--- src/rtl/cmp_ge_sched_pkg.sv ---
// ---------------------------------------------------------------------------
// cmp_pkg: shared definitions for the time-shared a >= b comparator scheduler.
//   cmp_state_t : scheduler FSM states (IDLE / EVAL / RESP)
//   CMP_*       : default requester count / operand width, maximum requesters
//   rr_pick()   : round-robin winner search starting at a pointer, with wrap
// ---------------------------------------------------------------------------
package cmp_pkg;

    typedef enum logic [1:0] {
        IDLE = 2'd0,
        EVAL = 2'd1,
        RESP = 2'd2
    } cmp_state_t;

    localparam int unsigned CMP_N_DEFAULT = 4;
    localparam int unsigned CMP_W_DEFAULT = 8;
    localparam int unsigned CMP_N_MAX     = 8;

    typedef struct packed {
        logic       found;
        logic [2:0] idx;
    } rr_pick_t;

    // Scan valid[] upward from ptr with wrap at n; the first set bit wins.
    // valid is zero-padded to CMP_N_MAX bits by the caller.
    function automatic rr_pick_t rr_pick(input logic [CMP_N_MAX-1:0] valid,
                                         input logic [2:0]           ptr,
                                         input int unsigned          n = CMP_N_DEFAULT);
        rr_pick_t    r;
        int unsigned j;
        r = '0;
        for (int unsigned k = 0; k < CMP_N_MAX; k++) begin
            j = 32'(ptr) + k;
            if (j >= n) begin
                j = j - n;
            end
            if ((k < n) && !r.found && valid[3'(j)]) begin
                r.found = 1'b1;
                r.idx   = 3'(j);
            end
        end
        return r;
    endfunction

endpackage

--- src/rtl/cmp_ge_sched_ge8.sv ---
// ---------------------------------------------------------------------------
// cmp_ge8: purely combinational W-bit unsigned magnitude comparator.
//   a, b      : unsigned operands
//   a_gtet_b  : 1 when a >= b
// Kept as its own module so gate-level ECO edits have a single target.
// ---------------------------------------------------------------------------
module cmp_ge8 #(
    parameter int unsigned W = 8
) (
    input  logic [W-1:0] a,
    input  logic [W-1:0] b,
    output logic         a_gtet_b
);

    always_comb begin
        a_gtet_b = (a >= b);
    end

endmodule

--- src/rtl/cmp_ge_sched.sv ---
// ---------------------------------------------------------------------------
// cmp_ge_sched: round-robin scheduler sharing one cmp_ge8 among N requesters.
//   clk, rst     : clock, synchronous active-high reset
//   req_valid    : per-requester pending operand pair
//   req_a, req_b : packed operands, requester i in [i*W +: W]
//   req_ready    : one-hot grant (IDLE only, 0 while rst is high)
//   resp_valid   : response held valid in RESP
//   resp_ready   : consumer accepts response
//   resp_ge      : registered a >= b result
//   resp_id      : index of the requester owning the response
//   busy         : FSM not in IDLE
// ---------------------------------------------------------------------------
module cmp_ge_sched
    import cmp_pkg::*;
#(
    parameter int unsigned N   = CMP_N_DEFAULT,
    parameter int unsigned W   = CMP_W_DEFAULT,
    parameter int unsigned IDW = $clog2(N)
) (
    input  logic           clk,
    input  logic           rst,
    input  logic [N-1:0]   req_valid,
    input  logic [N*W-1:0] req_a,
    input  logic [N*W-1:0] req_b,
    output logic [N-1:0]   req_ready,
    output logic           resp_valid,
    input  logic           resp_ready,
    output logic           resp_ge,
    output logic [IDW-1:0] resp_id,
    output logic           busy
);

    cmp_state_t     state;
    cmp_state_t     state_next;

    logic [IDW-1:0] ptr;
    logic [IDW-1:0] ptr_next;
    logic [IDW-1:0] id_q;
    logic [IDW-1:0] win_idx;
    logic [W-1:0]   a_q;
    logic [W-1:0]   b_q;
    logic [W-1:0]   win_a;
    logic [W-1:0]   win_b;
    logic           ge_comb;
    logic           grant;
    rr_pick_t       pick;
    int unsigned    nxt;

    // ---------------- grant decode ----------------
    always_comb begin
        pick    = rr_pick(CMP_N_MAX'(req_valid), 3'(ptr), N);
        win_idx = IDW'(pick.idx);
        grant   = (state == IDLE) && !rst && pick.found;
        win_a   = req_a[32'(pick.idx)*W +: W];
        win_b   = req_b[32'(pick.idx)*W +: W];
        nxt     = 32'(pick.idx) + 1;
        if (nxt >= N) begin
            nxt = 0;
        end
        ptr_next = IDW'(nxt);
    end

    // ---------------- shared comparator (sees operand registers only) -------
    cmp_ge8 #(.W(W)) u_cmp (
        .a        (a_q),
        .b        (b_q),
        .a_gtet_b (ge_comb)
    );

    // ---------------- FSM: state register ----------------
    always_ff @(posedge clk) begin
        if (rst) begin
            state <= IDLE;
        end else begin
            state <= state_next;
        end
    end

    // ---------------- FSM: next-state ----------------
    always_comb begin
        state_next = state;
        case (state)
            IDLE:    if (grant) state_next = EVAL;
            EVAL:    state_next = RESP;
            RESP:    if (resp_ready) state_next = IDLE;
            default: state_next = IDLE;
        endcase
    end

    // ---------------- FSM: outputs ----------------
    always_comb begin
        req_ready = '0;
        for (int unsigned i = 0; i < N; i++) begin
            req_ready[i] = grant && (32'(pick.idx) == i);
        end
        resp_valid = (state == RESP);
        busy       = (state != IDLE);
    end

    // ---------------- datapath registers ----------------
    always_ff @(posedge clk) begin
        if (rst) begin
            ptr     <= '0;
            a_q     <= '0;
            b_q     <= '0;
            id_q    <= '0;
            resp_ge <= 1'b0;
            resp_id <= '0;
        end else begin
            if (grant) begin
                a_q  <= win_a;
                b_q  <= win_b;
                id_q <= win_idx;
                ptr  <= ptr_next;
            end
            if (state == EVAL) begin
                resp_ge <= ge_comb;
                resp_id <= id_q;
            end
        end
    end

endmodule

--- config.mk ---
export PLATFORM = sky130hd
export DESIGN_NAME = cmp_ge_sched
export DESIGN_NICKNAME = d
export VERILOG_FILES = /design/src/rtl/cmp_ge_sched_pkg.sv /design/src/rtl/cmp_ge_sched_ge8.sv /design/src/rtl/cmp_ge_sched.sv
export SDC_FILE = /design/constraint.sdc
export NUM_CORES = 1
export LEC_CHECK = 0
export ABC_AREA = 1
export BUFFER_PORTS_ARGS = -buffer_cell sky130_fd_sc_hd__buf_2
export CELL_PAD_IN_SITES_DETAIL_PLACEMENT = 1
export CELL_PAD_IN_SITES_GLOBAL_PLACEMENT = 1
export CORE_AREA = 2 2 86 88
export DETAILED_ROUTE_END_ITERATION = 8
export DIE_AREA = 0 0 88 90
export GPL_ROUTABILITY_DRIVEN = 0
export PLACE_DENSITY = 0.93
export SYNTH_ARGS = -nofsm -noshare
export SYNTH_HDL_FRONTEND = slang
export SYNTH_SLANG_ARGS = --single-unit
--- constraint.sdc ---
create_clock -name clk -period 5.45 [get_ports clk]
set_clock_uncertainty 0.2 [all_clocks]
set_input_delay 1.09 -clock clk [delete_from_list [all_inputs] [get_ports clk]]
set_output_delay 1.09 -clock clk [all_outputs]
set_load 0.05 [all_outputs]
==> summary.md, run 1 <==
| Metric | Value |
|---|---|
| F_max | 0.206 GHz |
| First-pass GRT wire length | 12,800 microns |
| Drt pass-1 iters | 4 |
| Final ANT Viol Nets | 0 |
| FFs w/ async S/R, synth | 0 |
| Flops & latches, synth | 25 |
| Critical setup path kind | reg -> out |
| Crit path to | req_ready[3] |
| Initial Util | 0.366 |
| Detailed Route WL | 7790 microns |
| CTS tree | built |
| Full die area | 0.00792 sq mm |
| Main synth FF type | dfxtp_1 |
| CTS Hold Bufs | 0 |
| CP Launch Type | flop |
| RSZ-0062 raised after global routing | no |
| RR Startpoint | ptr[0] |
| Core area | 0.00702 sq mm |
| Clock latency on the worst-skew pair | 280 ps |
| DR iter-0 viols | 94 |
| CP max-delay cell | dfxtp_1 |
| Pwr per Cell Area | 559 mW/mm^2 |
| WP data arrival | 3570 ps |
| HPWL Detailed | 6100 microns |
| Vias | 2,859 |
| Synth Net Count | 505 |
| Worst-case vdd ir drop | 0.220 mV |
| Ports | 80 |
| Post-Syn Instances | 416 |
| Place WS | 761 ps |
| Hold Fails Final Rpt | 0 |
| Distinct cells, synth | 29 |
| Flop2flop setup slack | 1690 ps |
| Most used cell, CP | ha_1 |
| Total grt overflow | 0 |
| Cts bufs inserted | 3 |
| Status | completed |
| TritonCTS Sinks | 25 |
| Max-slew violation count | 0 |
| Max_slew headroom | 0.605 |
| Worst-Margin Slew | 592 ps |
| Gr usage total | 0.193 |
| Diodes inserted | 0 |
| Worst EP required | 4160 ps |
| Final WS setup | 589 ps |
| Vias in the first global route | 2,859 |
| Post-synthesis sequential area ratio | 0.195 |
| Most common cell after layout, fill and taps aside | nand2_1 |
| # rows | 31 |
| # Post-CTS Setup Buffers | 0 |
| Die Height | 90 microns |
| Routed length per instance | 13.4 microns |
| Synthesis-to-finish area growth | 17.4% |
| Number of port buffers | 79 |
| Utilization after layout | 0.430 |
| Post-synth EDFFs | 0 |
| Layout cells sized above 1 | 0.256 |
| Initial antenna violation count | 0 |
| Htree depth | 1 |
| Post_cts resized | 0 |
| Most frequent cells in the layout | nand2_1 (112), inv_1 (91), buf_2 (79) |
| RR Endpoint | ptr[1] |
| Max clock buf depth | 2 |
| Maxcap violations | 0 |
| Pin count of the biggest net entering global routing | 36 |
| Clk root buf | clkbuf_8 |
| CP Max Fanout | 35 |
| Worst Hold Class | reg -> reg |
| Period utilisation layout | 0.892 |
| Synthesized area per cell | 6.18 sq um |
| Total negative slack | 0 ps |
| # DRC | 0 |
| Final setup fails | 0 |
| Final net count | 571 |
| Vias/cell | 4.93 |
| Die W | 88 microns |
| Worst r2r path cells | 15 |
| Synth Warn # | 0 |
| Lkg Pwr | 1.72 nW |
| CP Cell Sequence | inv_8 > ha_1 > inv_1 > nand2_1 > nand2_2 > nor2_4 > nand3_4 > nand3_4 > inv_2 > ha_1 > ha_1 > inv_1 > nor2_1 > buf_2 |
| CP max stage delay | 710 ps |
| Final min period | 4860 ps |
| Synthesized cell area | 0.00257 sq mm |
| Area after DPL | 0.00297 sq mm |
| Clock slew at reported path FFs | 100 ps |
| CP Launch Point | ptr[0] |
| Crit. End Element | output port |
| Post-route cell area | 0.00302 sq mm |
## how the worst min path moves through the flow
stage          slack, ps    endpoint  depth (start not counted)     from
2_1_floorplan        230  resp_id[0]                          2  id_q[0]
3_5_place_dp         260      a_q[1]                          2   a_q[1]
4_1_cts              280      a_q[1]                          2   a_q[1]
5_1_grt              290  resp_id[0]                          2  id_q[0]
6_report             270      a_q[3]                          2   a_q[3]
3_3_place_gp         250  resp_id[0]                          2  id_q[0]
## critical path, delay by kind of cell, from the launching register on
kind                       cells  cell delay, ps
and+or+nand+nor                6            1150
DFF                            1             710
buffers and inverters          5             590
adders and majority gates      3             810
## sequential cells by signal (all words and copies together) (netlist names)
name,flops
a_q,8
b_q,8
id_q,2
ptr,2
resp_ge,1
resp_id,2
state,2
## kinds of logic (layout without fill, tap and decap cells)
logic type      count (synthesis)  after routing  share of synthesized area
buf+inv                       115            180                      0.195
fa+ha+maj                      18             18                     0.0876
flops                          25             25                      0.195
compound gates                 34             34                     0.0822
simple gates                  224            224                      0.440
## through the flow
step	power, mW	hold WS (ps)	cells
CTS	1.69	278	580
finish	1.69	272	580
global route	1.86	290	580
floorplan	1.33	230	416
global placement	1.49	250	576
detailed placement	1.57	262	576
## synth_stat cells, types with 2 or more instances
master    number  area, sq um
nand2_4        3         33.8
a21oi_2        8         70.1
nand2_1      112          420
nor2_1        13         48.8
clkbuf_1       2         7.51
dfxtp_1       25          500
nand3_1       37          185
a21oi_1       18         90.1
inv_1         91          342
buf_6          3         33.8
nand4_1       35          219
buf_2         12         60.1
nand2_2        8         50.1
nand3_4        2         35.0
nor2_4         2         22.5
inv_2          2         7.51
ha_1          18          225
o21ai_0        4         20.0
nand3_2       11          110
## final cells by class
| type | instances | area (sq um) |
|---|---|---|
| repair buffers | 81 | 410 |
| multi-input cells | 276 | 1570 |
| well taps | 99 | 124 |
| inverters | 95 | 369 |
| clock buffers | 3 | 41.3 |
| flip-flops and latches | 25 | 500 |
| fillers | 989 | 4000 |
| clock inverters | 1 | 5.00 |
## power breakdown
group	total, mW	switching, mW	leakage (nW)	internal (mW)
clock	0.116	0.0650	0.0255	0.0514
combinational	1.27	0.869	1.49	0.398
sequential	0.303	0.0513	0.205	0.252
total	1.69	0.985	1.72	0.701
## metal layers
metal	vias to the layer above	track usage	share of wire
li1	1444	-	-
met1	1346	0.260	0.46
met2	58	0.328	0.50
met3	11	0.0156	0.026
met4	0	0.0513	0.014
met5	-	0	0
(Power assumes the default switching activity.)
==> run 2, diff against run 1 <==
REMOVE_ABC_BUFFERS = 1   (was default)
==> summary.md, run 2 (same netlist as run 1, synthesis figures left out) <==
| Metric | Value |
|---|---|
| Final hold slack | 272 ps |
| Vias | 2,802 |
| Core area | 0.00702 sq mm |
| Max clock buf depth | 2 |
| Initial Util | 0.366 |
| Pwr per Cell Area | 545 mW/mm^2 |
| Number of port buffers | 79 |
| Total grt overflow | 0 |
| Period utilisation layout | 0.896 |
| Max-slew violation count | 0 |
| WP data arrival | 3590 ps |
| Layout cells sized above 1 | 0.254 |
| # rows | 31 |
| Maxcap violations | 0 |
| Gr usage total | 0.188 |
| Detailed Route WL | 7140 microns |
| Die Height | 90 microns |
| Worst hold start | a_q[0] |
| Final net count | 571 |
| Final ANT Viol Nets | 0 |
| F_max | 0.205 GHz |
| Switch Pwr | 0.945 mW |
| Most common cell after layout, fill and taps aside | nand2_1 |
| Area after DPL | 0.00297 sq mm |
| Hold depth | 2 |
| # Post-CTS Setup Buffers | 0 |
| Status | completed |
| Vias in the first global route | 2,946 |
| Drt pass-1 iters | 4 |
| Synthesis-to-finish area growth | 17.4% |
| CP Launch Point | ptr[0] |
| Full die area | 0.00792 sq mm |
| Post_cts resized | 0 |
| RSZ-0062 raised after global routing | no |
| TritonCTS Sinks | 25 |
| Final min period | 4880 ps |
| # DRC | 0 |
| Total negative slack | 0 ps |
| Final WS setup | 567 ps |
| Worst r2r path cells | 15 |
| Worst EP required | 4160 ps |
| First-pass GRT wire length | 12,500 microns |
| Switching Fraction | 0.575 |
| Clock latency on the worst-skew pair | 270 ps |
| CTS tree | built |
| Clock slew at reported path FFs | 90 ps |
| Diodes inserted | 0 |
| Final setup fails | 0 |
| HPWL Detailed | 5530 microns |
| Clk root buf | clkbuf_8 |
| DR iter-0 viols | 68 |
| Power Internal | 0.700 mW |
| CP Launch Type | flop |
| Htree depth | 1 |
| Logic pwr share | 0.751 |
| Pin count of the biggest net entering global routing | 36 |
| Power share of the clock group | 0.067 |
| Hold Fails Final Rpt | 0 |
| Cts bufs inserted | 3 |
| Post-route cell area | 0.00302 sq mm |
| RR Startpoint | ptr[0] |
| Max_slew headroom | 0.607 |
| Biggest regs | a_q x8, b_q x8 |
| Sequential share of power | 0.181 |
| Die W | 88 microns |
| Place WS | 724 ps |
| Critical setup path kind | reg -> out |
| Worst-case vdd ir drop | 0.186 mV |
| Lkg Pwr | 1.71 nW |
| Most frequent cells in the layout | nand2_1 (112), inv_1 (91), buf_2 (79) |
| Vias/cell | 4.83 |
| Worst Hold Class | reg -> reg |
| Crit. End Element | output port |
| Worst-Margin Slew | 588 ps |
| Routed length per instance | 12.3 microns |
| CTS Hold Bufs | 0 |
| Ports | 80 |
| Initial antenna violation count | 0 |
| CP Max Fanout | 35 |
-- run 2: cell types whose count changed in the layout (fill, tap and decap cells not counted), sizes merged --
| cell | previous run | this run |
|---|---|---|
| clkbuf | 3 | 4 |
| clkinv | 1 | 0 |
-- run 2: per-stage QoR --
step,util,std cells,total power [mW]
finish,0.430,580,1.65
global route,0.430,580,1.84
CTS,0.430,580,1.67
detailed placement,0.423,576,1.55
global placement,0.423,576,1.47
floorplan,-,396,1.23
-- run 2: critical path: stages, from the launching register on --
cell and delay [ps]:
dfxtp_1 700, inv_8 100, ha_1 400, inv_1 100, nand2_1 110, nand2_2 80
nor2_4 160, nand3_4 370, nand3_4 490, inv_2 120, ha_1 220, ha_1 170
inv_1 50, nor2_1 30, buf_2 210
-- run 2: final timing paths --
| check | endpoint | slack [ps] |
|---|---|---|
| worst min register to register | a_q[0] | 270 |
| worst min-delay path | a_q[0] | 270 |
| worst max-delay path | req_ready[3] | 570 |
| worst max register to register | ptr[1] | 1610 |
-- run 2: power groups by stage --
| stage | sequential (mW) | combinational [mW] | clock [mW] |
|---|---|---|---|
| 6_report | 0.299 | 1.24 | 0.111 |
| 5_1_grt | 0.310 | 1.40 | 0.122 |
| 4_1_cts | 0.299 | 1.25 | 0.115 |
| 3_5_place_dp | 0.304 | 1.24 | 0 |
| 3_3_place_gp | 0.301 | 1.17 | 0 |
| 2_1_floorplan | 0.315 | 0.914 | 0 |
-- run 2: area by class of cell --
class / count / area, sq um
Clock buffer: 4 / 45.0
Timing Repair Buffer: 81 / 410
Tap cell: 99 / 124
Fill cell: 981 / 4000
Inverter: 95 / 369
Sequential cell: 25 / 500
Multi-Input combinational cell: 276 / 1570
-- run 2: layer usage --
| metal | vias to the layer above | GRT usage | wire length, microns |
|---|---|---|---|
| met4 | 0 | 0.0321 | 57 |
| met3 | 7 | 0.0193 | 226 |
| met5 | - | 0 | 0 |
| met1 | 1301 | 0.234 | 3210 |
| met2 | 56 | 0.345 | 3650 |
| li1 | 1438 | - | - |
==> run 3, diff against run 2 <==
CORE_AREA = 2 2 87 89   (was 2 2 86 88)
DIE_AREA = 0 0 89 91   (was 0 0 88 90)
PLACE_DENSITY = default   (was 0.93)
PLACE_DENSITY_LB_ADDON = 0.1   (was default)
SYNTH_HIERARCHICAL = 1   (was default)
clock period = 4.85 ns   (was 5.45 ns; I/O delays follow)
==> summary.md, run 3 <==
| Metric | Value |
|---|---|
| Status | completed |
| Synth Warn # | 6 |
| Worst EP required | 3680 ps |
| Final setup fails | 0 |
| Die Height | 91 microns |
| # DRC | 0 |
| Flop2flop setup slack | 1590 ps |
| Die W | 89 microns |
| Final WS setup | 398 ps |
| Lkg Pwr | 1.70 nW |
| Biggest regs | a_q x8, b_q x8 |
| HPWL Detailed | 5010 microns |
| RR Endpoint | ptr[1] |
| Max-slew violation count | 0 |
| Placed cells | 575 |
| WP data arrival | 3280 ps |
| CP Max Fanout | 35 |
| DR iter-0 viols | 83 |
| Synthesized area per cell | 5.82 sq um |
| Place WS | 470 ps |
| Period utilisation layout | 0.918 |
| Full die area | 0.00810 sq mm |
| Critical setup path kind | reg -> out |
| Synth top cells by count | nand2_1 (115), inv_1 (94), nand3_1 (72), dfxtp_1 (25), a21oi_1 (24) |
| Htree depth | 1 |
| Cts bufs inserted | 3 |
| RR Startpoint | ptr[1] |
| Worst hold start | a_q[0] |
| CP Launch Type | flop |
| FFs w/ async S/R, synth | 0 |
| Maxcap violations | 0 |
| CP Launch Point | ptr[1] |
| Hold depth | 2 |
| Utilization after layout | 0.401 |
| Final min period | 4450 ps |
| Routed length per instance | 11.3 microns |
| Synthesis-to-finish area growth | 19.5% |
| Core area | 0.00714 sq mm |
| Total grt overflow | 0 |
| Post-synth top area share | 0.209 |
| Initial antenna violation count | 0 |
| Initial Util | 0.336 |
| Post-route cell area | 0.00286 sq mm |
| CTS tree | built |
| Area after DPL | 0.00281 sq mm |
| Main synth FF type | dfxtp_1 |
| Total negative slack | 0 ps |
| Distinct cells, synth | 25 |
| Area occupied by multi-input gates | 0.00141 sq mm |
| Hold Fails Final Rpt | 0 |
| F_max | 0.225 GHz |
| RSZ-0062 raised after global routing | no |
| Max clock buf depth | 2 |
| Number of port buffers | 79 |
| Total power | 2.12 mW |
| Crit. End Element | output port |
| Most common cell after layout, fill and taps aside | nand2_1 |
| Clock latency on the worst-skew pair | 270 ps |
| Pin count of the biggest net entering global routing | 36 |
| Post-synthesis sequential area ratio | 0.209 |
| First-pass GRT wire length | 11,500 microns |
| Flops & latches, synth | 25 |
| Max_slew headroom | 0.686 |
| Cell type with the largest total area after synthesis | dfxtp_1 |
| Hold worst-path end | a_q[0] |
| Fill cells | 1,035 |
| Non-filler cells, final | 579 |
| Worst-Margin Slew | 470 ps |
| Worst r2r path cells | 14 |
| # rows | 31 |
| Worst-case vdd ir drop | 0.208 mV |
| Clock slew at reported path FFs | 80 ps |
| Detailed Route WL | 6530 microns |
| Most frequent cells in the layout | nand2_1 (115), inv_1 (94), buf_2 (79) |
| CTS Hold Bufs | 0 |
| Post-synth EDFFs | 0 |
| Most common cell in the synthesized netlist | nand2_1 |
| Synth area leaders | dfxtp_1 (21%), nand2_1 (18%), nand3_1 (15%) |
| Drt pass-1 iters | 4 |
| Pwr per Cell Area | 740 mW/mm^2 |
| Final net count | 570 |
| Layout cells sized above 1 | 0.213 |
| Vias | 2,675 |
| Register area | 502 sq um |
| Vias in the first global route | 2,724 |
| Synthesized cell area | 0.00240 sq mm |
| Gr usage total | 0.170 |
| Final ANT Viol Nets | 0 |
| Post-Syn Instances | 412 |
| TritonCTS Sinks | 25 |
| Worst Hold Class | reg -> reg |
| Vias/cell | 4.62 |
| Ports | 80 |
| Clk root buf | clkbuf_8 |
| Final hold slack | 268 ps |
| Diodes inserted | 0 |
run 3: cell count changes after synthesis, sizes merged, moves of 3 or more:
cell / change
nand4: -30
nor2: +6
buf: -3
nand3: +25
nand2: -3
run 3: kinds of logic after synthesis:
| group | share of synthesized area |
|---|---|
| adder cells (fa/ha/maj) | 0.0940 |
| flip-flops | 0.209 |
| AND/OR/NAND/NOR | 0.422 |
| buffers and inverters | 0.205 |
| AO/OA/AOI/OAI | 0.0700 |
run 3: layout make-up:
cell class / count / share of cell area
inverter: 97 / 0.129
multi-input combinational: 273 / 0.493
timing repair buffer: 81 / 0.143
sequential: 25 / 0.175
clock buffer: 4 / 0.0157
tap: 99 / 0.0433
run 3: how the worst max path moves through the flow:
stage / end / slack [ps] / cells after the start
detailed placement: req_ready[3] / 470 / 15
global route: req_ready[3] / 110 / 15
finish: req_ready[3] / 400 / 15
floorplan: req_ready[3] / 280 / 12
global placement: req_ready[3] / 530 / 15
CTS: req_ready[3] / 210 / 15
run 3: where the power goes:
part | internal, mW | total (mW) | switching, mW
clock | 0.0589 | 0.125 | 0.0664
sequential | 0.287 | 0.343 | 0.0558
combinational | 0.519 | 1.65 | 1.13
run 3: worst max-delay path, stage by stage, from the launching register on:
cell and delay [ps]:
dfxtp_1 460, inv_1 190, ha_1 370, inv_1 110
nand3_1 90, nand2_1 90, nor2_1 190, nor2_2 70
nand2_4 320, nand2_8 240, inv_1 180, ha_1 170
ha_1 140, inv_1 40, nor2_1 80, buf_2 260
run 3: repair_timing:
action / in CTS / in global routing
resized for setup: 0 / 2
setup endpoints to repair: 0 / 1
setup buffers: 0 / 0
run 3: layer usage:
| layer | up-vias | global-route usage | wire [microns] |
|---|---|---|---|
| met2 | 66 | 0.309 | 3290 |
| li1 | 1397 | - | - |
| met1 | 1206 | 0.210 | 2920 |
| met5 | - | 0 | 0 |
| met3 | 6 | 0.0191 | 260 |
| met4 | 0 | 0.0386 | 57 |
